File: src/rtl/cursor_ctrl_if.sv
// cursor_ctrl_if: raw buttons toward the cursor controller; select pulse and cursor position back.
interface cursor_ctrl_if;
  logic btnU, btnD, btnL, btnR, btnC, center;
  logic [6:0] cursorCor;
  logic [3:0] cursorRow, cursorCol;
  modport master (
    output btnU, btnD, btnL, btnR, btnC,
    input  center, cursorCor, cursorRow, cursorCol
  );
  modport slave (
    input  btnU, btnD, btnL, btnR, btnC,
    output center, cursorCor, cursorRow, cursorCol
  );
endinterface

File: src/rtl/cursor_ctrl.sv
// cursor_ctrl: five synchronised, debounced buttons drive a cursor on a GRID_SIZE x GRID_SIZE board.
// Define CURSOR_WRAP_EN to wrap at board edges; otherwise moves past an edge saturate.
module cursor_ctrl #(
  parameter int DEBOUNCE_CYCLES = 1000000,
  parameter int GRID_SIZE = 10
) (
  input logic clk,
  input logic reset,
  cursor_ctrl_if.slave io
);
  localparam int CW = $clog2(DEBOUNCE_CYCLES + 1);
  localparam logic [CW-1:0] CNT_LAST = CW'(DEBOUNCE_CYCLES - 1);
  localparam logic [3:0] POS_MAX = 4'(GRID_SIZE - 1);
  logic [4:0] raw, s1_q, s2_q, stable_q, stable_d, evt_q, evt_d;
  logic [4:0][CW-1:0] cnt_q, cnt_d;
  logic up, dn, lf, rt, cen, center_q;
  logic [3:0] row_q, row_d, col_q, col_d, row_dec, row_inc, col_dec, col_inc;
  logic [6:0] cor_q, cor_d;
  assign raw = {io.btnC, io.btnR, io.btnL, io.btnD, io.btnU};
  assign {cen, rt, lf, dn, up} = evt_q;
  // hit marks the edge on which the counter would reach DEBOUNCE_CYCLES
  for (genvar b = 0; b < 5; b++) begin : g_db
    logic hit;
    assign hit = (s2_q[b] != stable_q[b]) && (cnt_q[b] == CNT_LAST);
    assign cnt_d[b] = (s2_q[b] == stable_q[b] || hit) ? '0 : cnt_q[b] + 1'b1;
    assign stable_d[b] = stable_q[b] ^ hit;
    assign evt_d[b] = hit & ~stable_q[b];
  end
`ifdef CURSOR_WRAP_EN
  assign row_dec = (row_q == '0) ? POS_MAX : row_q - 4'd1;
  assign row_inc = (row_q == POS_MAX) ? '0 : row_q + 4'd1;
  assign col_dec = (col_q == '0) ? POS_MAX : col_q - 4'd1;
  assign col_inc = (col_q == POS_MAX) ? '0 : col_q + 4'd1;
`else
  assign row_dec = (row_q == '0) ? row_q : row_q - 4'd1;
  assign row_inc = (row_q == POS_MAX) ? row_q : row_q + 4'd1;
  assign col_dec = (col_q == '0) ? col_q : col_q - 4'd1;
  assign col_inc = (col_q == POS_MAX) ? col_q : col_q + 4'd1;
`endif
  assign row_d = (up && !dn) ? row_dec : (dn && !up) ? row_inc : row_q;
  assign col_d = (lf && !rt) ? col_dec : (rt && !lf) ? col_inc : col_q;
  assign cor_d = 7'(row_d) * 7'(GRID_SIZE) + 7'(col_d);
  always_ff @(posedge clk) begin
    if (reset) begin
      s1_q     <= '0;
      s2_q     <= '0;
      stable_q <= '0;
      cnt_q    <= '0;
      evt_q    <= '0;
      center_q <= 1'b0;
      row_q    <= '0;
      col_q    <= '0;
      cor_q    <= '0;
    end else begin
      s1_q     <= raw;
      s2_q     <= s1_q;
      stable_q <= stable_d;
      cnt_q    <= cnt_d;
      evt_q    <= evt_d;
      center_q <= cen;
      row_q    <= row_d;
      col_q    <= col_d;
      cor_q    <= cor_d;
    end
  end
  assign io.center    = center_q;
  assign io.cursorRow = row_q;
  assign io.cursorCol = col_q;
  assign io.cursorCor = cor_q;
endmodule

File: src/flat_wrapper.sv
// flat-port wrapper written by rule: the top's interface ports become plain ports
module cursor_ctrl_flat 
#(
  parameter int DEBOUNCE_CYCLES = 1000000,
  parameter int GRID_SIZE = 10
)
  (clk, reset, io_btnU, io_btnD, io_btnL, io_btnR, io_btnC, io_center, io_cursorCor, io_cursorRow, io_cursorCol);
  cursor_ctrl_if io_i ();
  input logic clk;
  input logic reset;
  input wire logic [$bits(io_i.btnU)-1:0] io_btnU;
  input wire logic [$bits(io_i.btnD)-1:0] io_btnD;
  input wire logic [$bits(io_i.btnL)-1:0] io_btnL;
  input wire logic [$bits(io_i.btnR)-1:0] io_btnR;
  input wire logic [$bits(io_i.btnC)-1:0] io_btnC;
  output wire logic [$bits(io_i.center)-1:0] io_center;
  output wire logic [$bits(io_i.cursorCor)-1:0] io_cursorCor;
  output wire logic [$bits(io_i.cursorRow)-1:0] io_cursorRow;
  output wire logic [$bits(io_i.cursorCol)-1:0] io_cursorCol;
  assign io_i.btnU = io_btnU;
  assign io_i.btnD = io_btnD;
  assign io_i.btnL = io_btnL;
  assign io_i.btnR = io_btnR;
  assign io_i.btnC = io_btnC;
  assign io_center = io_i.center;
  assign io_cursorCor = io_i.cursorCor;
  assign io_cursorRow = io_i.cursorRow;
  assign io_cursorCol = io_i.cursorCol;
  cursor_ctrl #(.DEBOUNCE_CYCLES(DEBOUNCE_CYCLES), .GRID_SIZE(GRID_SIZE)) u_core (.clk(clk), .reset(reset), .io(io_i));
endmodule
File: config.mk
export PLATFORM = sky130hd
export DESIGN_NAME = cursor_ctrl_flat
export DESIGN_NICKNAME = d
export VERILOG_FILES = /design/src/rtl/cursor_ctrl_if.sv /design/src/rtl/cursor_ctrl.sv /design/src/flat_wrapper.sv
export SDC_FILE = /design/constraint.sdc
export NUM_CORES = 1
export LEC_CHECK = 0
export BUFFER_PORTS_ARGS = -buffer_cell sky130_fd_sc_hd__buf_2
export CAP_MARGIN = 20
export CORE_ASPECT_RATIO = 0.8
export CORE_MARGIN = 5
export CORE_UTILIZATION = 30
export CTS_CLUSTER_SIZE = 20
export DETAILED_ROUTE_END_ITERATION = 8
export SLEW_MARGIN = 30
export SYNTH_ARGS = -nofsm -noshare
export SYNTH_HDL_FRONTEND = slang
export SYNTH_SLANG_ARGS = --single-unit
File: constraint.sdc
create_clock -name clk -period 2.9 [get_ports clk]
set_input_delay 0.435 -clock clk [delete_from_list [all_inputs] [get_ports clk]]
set_output_delay 0.435 -clock clk [all_outputs]
set_load 0.005 [all_outputs]
==> impl_results.md <==
* Drt drc at 0
* Clk_skew at 0.00875 ns
* I/O Pins at 23
* Pleak at between 2 and 3 nW
* Syn Area/Cell at between 8 and 9 µm²
* Crit path cell chain: inv_4 > ha_4 > inv_2 > or4b_4 > a31oi_4 > ha_2 > ha_2 > inv_2 > fa_1 > nand2b_4 > o31a_1 > or3_1 > mux2i_1
* Largest family of logic cells by synthesized area: simple AND/OR/NAND/NOR gates
* Post-synth EDFFs at 0
* WL/cell at approximately 12 µm
* Global-route wire length before repair at 21400 µm
* Yosys reg bits at 135
* Dpl hpwl at roughly 8700 µm
* Synth area leader: dfxtp_1
* Post-Syn Instances at 725
* Final core occ at 0.367
* Synth Area in Simple Gates at 0.292
* Predominant post-synthesis flop cell: dfxtp_1
* Postcts setup bufs at 0
* Port Buffers at 22
* DR vias/cell at about 4.8
* CTS Hold Bufs at 0
* Initial Util at 0.304
* Least-Margin Pin Slew at ~0.67 ns
* Final hold vios at 0
* Setup CP Type: flop to flop
* Most frequent cells after synthesis: dfxtp_1, nor2_1, a21oi_1
* Number of antenna violations at the first check in global routing at 0
* HP Start: io_btnC
* Warnings, synthesis at 0
* Total Power at around 0.0043 W
* Period utilization at 1.04
* Worst Path Arrival at 3.37 ns
* Fillcell total at around 2100
* CTS clock-pin slew for the worst setup and hold paths at roughly 0.060 ns
* GR Overflow Total at 0
* Sequential-to-total area share from yosys stat at 0.429
* Total number of vias at approximately 5000
* Clk sinks at about 140
* RSZ-0062 raised after global routing: yes
* Crit-path max FO at 5
* Post-Syn Nets at between 700 and 800
* Failing checks: negative setup slack
* Power Density at ~570 nW/µm²
* Area contributors post-synth: dfxtp_1, xnor2_1, nor2_1, xor2_1, a21oi_1
* Detailed Routing Iterations Pass 1 at 4
* Netlist cell types at 59
* Drt initial violations at around 340
* F_max at about 0.33 GHz
* Slowest cell delay on critical path at approximately 0.5 ns
* Outcome: complete, but fails checks
* Tmin final at slightly above 3 ns
* Worst path slowest cell: or4b_4
* Synthesized cell area at 6300 µm²
* Setup crit start kind: flop
* Number of global-route vias before repair at between 4000 and 5000
* Final setup viols at 1
* Die height at 140 µm
* Crit. End Element: flop
* Post-route ant nets at 0
* Peak supply drop at roughly 0.43 mV
* Max-slew headroom at 0.551
* Clock Latency Late Sink at roughly 0.42 ns
* Synth top area share at 0.429
* # nets final at a little under 800
* Reg-to-Reg Start: u_core.io.cursorRow[0]
* Final Max Tran Viols at 0
* Layout cell share with drive strength beyond 1 at 0.142
* Hold_ws at ~0.23 ns
* CTS tree: done
* Mux share of post-synthesis cell area at 0.00159
* Clk buf depth at 2
* Worst Path Required at roughly 3.3 ns
* Gr usage total at 0.108
* Num CTS Buffers at 17
* Xor/xnor share of the synthesized area at 0.0945
* Complex-gate fraction of the synthesized area at 0.106
* Worst min-delay path class: input port to flop
* Area Growth Syn to Fin at 20.6%
* Routability congestion estimate from global placement at between 0.7 and 0.8
* Die Wd at between 150 and 200 µm
* Crit path launch: u_core.io.cursorRow[0]
* Async SR Flop Fraction at 0
* Synth Area in Adders at 0.0421
* Placed cell area at around 6900 µm²
* Max Cap Viol at 0
* Wirelength, routed at approximately 12000 µm
* Post-route cell area at ~7600 µm²
* Most common cell in the netlist: dfxtp_1
* Largest net degree at the start of global routing at 27
* Core box area at 20700 µm²
* H-tree depth at 4
* Diodes inserted at 0
* Min setup slack post-route at -0.123 ns
* Num rows at 47
* CTS Root Cell: clkbuf_16
* Die area at ~24000 µm²
[report_power, final]
part / switching [W] / total, W / internal (W)
combinational: 0.0000773 / 0.000140 / 0.0000625
clock: 0.000774 / 0.00233 / 0.00155
sequential: 0.00000864 / 0.00188 / 0.00187
[metrics by stage]
stage / setup TNS (ns) / setup WS [ns] / instances
final: -0.123 / -0.123 / 1050
after global routing: -0.248 / -0.248 / 1050
after CTS: -0.138 / -0.138 / 1050
after detailed placement: -0.154 / -0.154 / 1018
after global placement: -0.120 / -0.120 / 1018
after floorplan: -0.0761 / -0.0761 / 725
[area by class of cell]
cell class | instances | area [µm²] | share of cell area
Multi-Input combinational cell | 533 | 3490 | 0.459
Clock inverter | 7 | 139 | 0.0183
Sequential cell | 135 | 2710 | 0.356
Timing Repair Buffer | 46 | 290 | 0.0382
Clock buffer | 25 | 505 | 0.0665
Tap cell | 269 | 337 | 0.0443
Inverter | 35 | 134 | 0.0176
[layer usage]
metal  part of all wire  GRT usage  vias to the layer above
li1                   -          -                     2667
met1               0.55      0.156                     2288
met2               0.40      0.149                       43
met3              0.032     0.0363                       13
met4              0.016     0.0409                        0
met5                  0          0                        -
[state kept, by name, indices dropped and copies added (netlist names), named ones only]
name	count
u_core.io.center	1
u_core.s2_q	5
u_core.io.cursorRow	4
u_core.evt_q	5
u_core.io.cursorCol	3
u_core.s1_q	5
u_core.cnt_q	100
u_core.io.cursorCor	7
[worst paths after layout]
check,to,slack [ns],cells past startpoint
max reg2reg,u_core.io.cursorCor[6],-0.12,13
min,u_core.s1_q[4],0.23,2
min reg2reg,u_core.s2_q[1],0.44,1
max,u_core.io.cursorCor[6],-0.12,13
[critical path: cells and delay by family, from the launching register on]
family,cells,cell delay (ns)
fa+ha+maj,4,0.94
compound gates,2,0.40
buf+inv,3,0.12
flops,1,0.36
mux,1,0.13
simple gates,3,0.99
[cells by family (layout without fill, tap and decap cells)]
group / after synthesis / after routing
compound gates: 115 / 115
xor+xnor: 68 / 68
fa+ha+maj: 20 / 20
buf+inv: 57 / 113
flops: 135 / 135
mux: 1 / 1
simple gates: 329 / 329
[cells in the final DEF, fill, tap and decap left out, drive strengths merged, types with 30 or more instances in the layout]
cell,netlist,routed
a21oi,46,46
buf,3,46
dfxtp,135,135
inv,35,35
nand2,40,40
nand3,37,37
nor2,82,82
o21ai,36,36
or3,30,30
xnor2,38,38
xor2,30,30
[repair_timing]
item	4_1_cts	5_1_grt
pin swaps	0	2
resized for setup	4	9
endpoints found under the setup margin	1	1
Note: power is estimated with default switching activity, not from simulation.
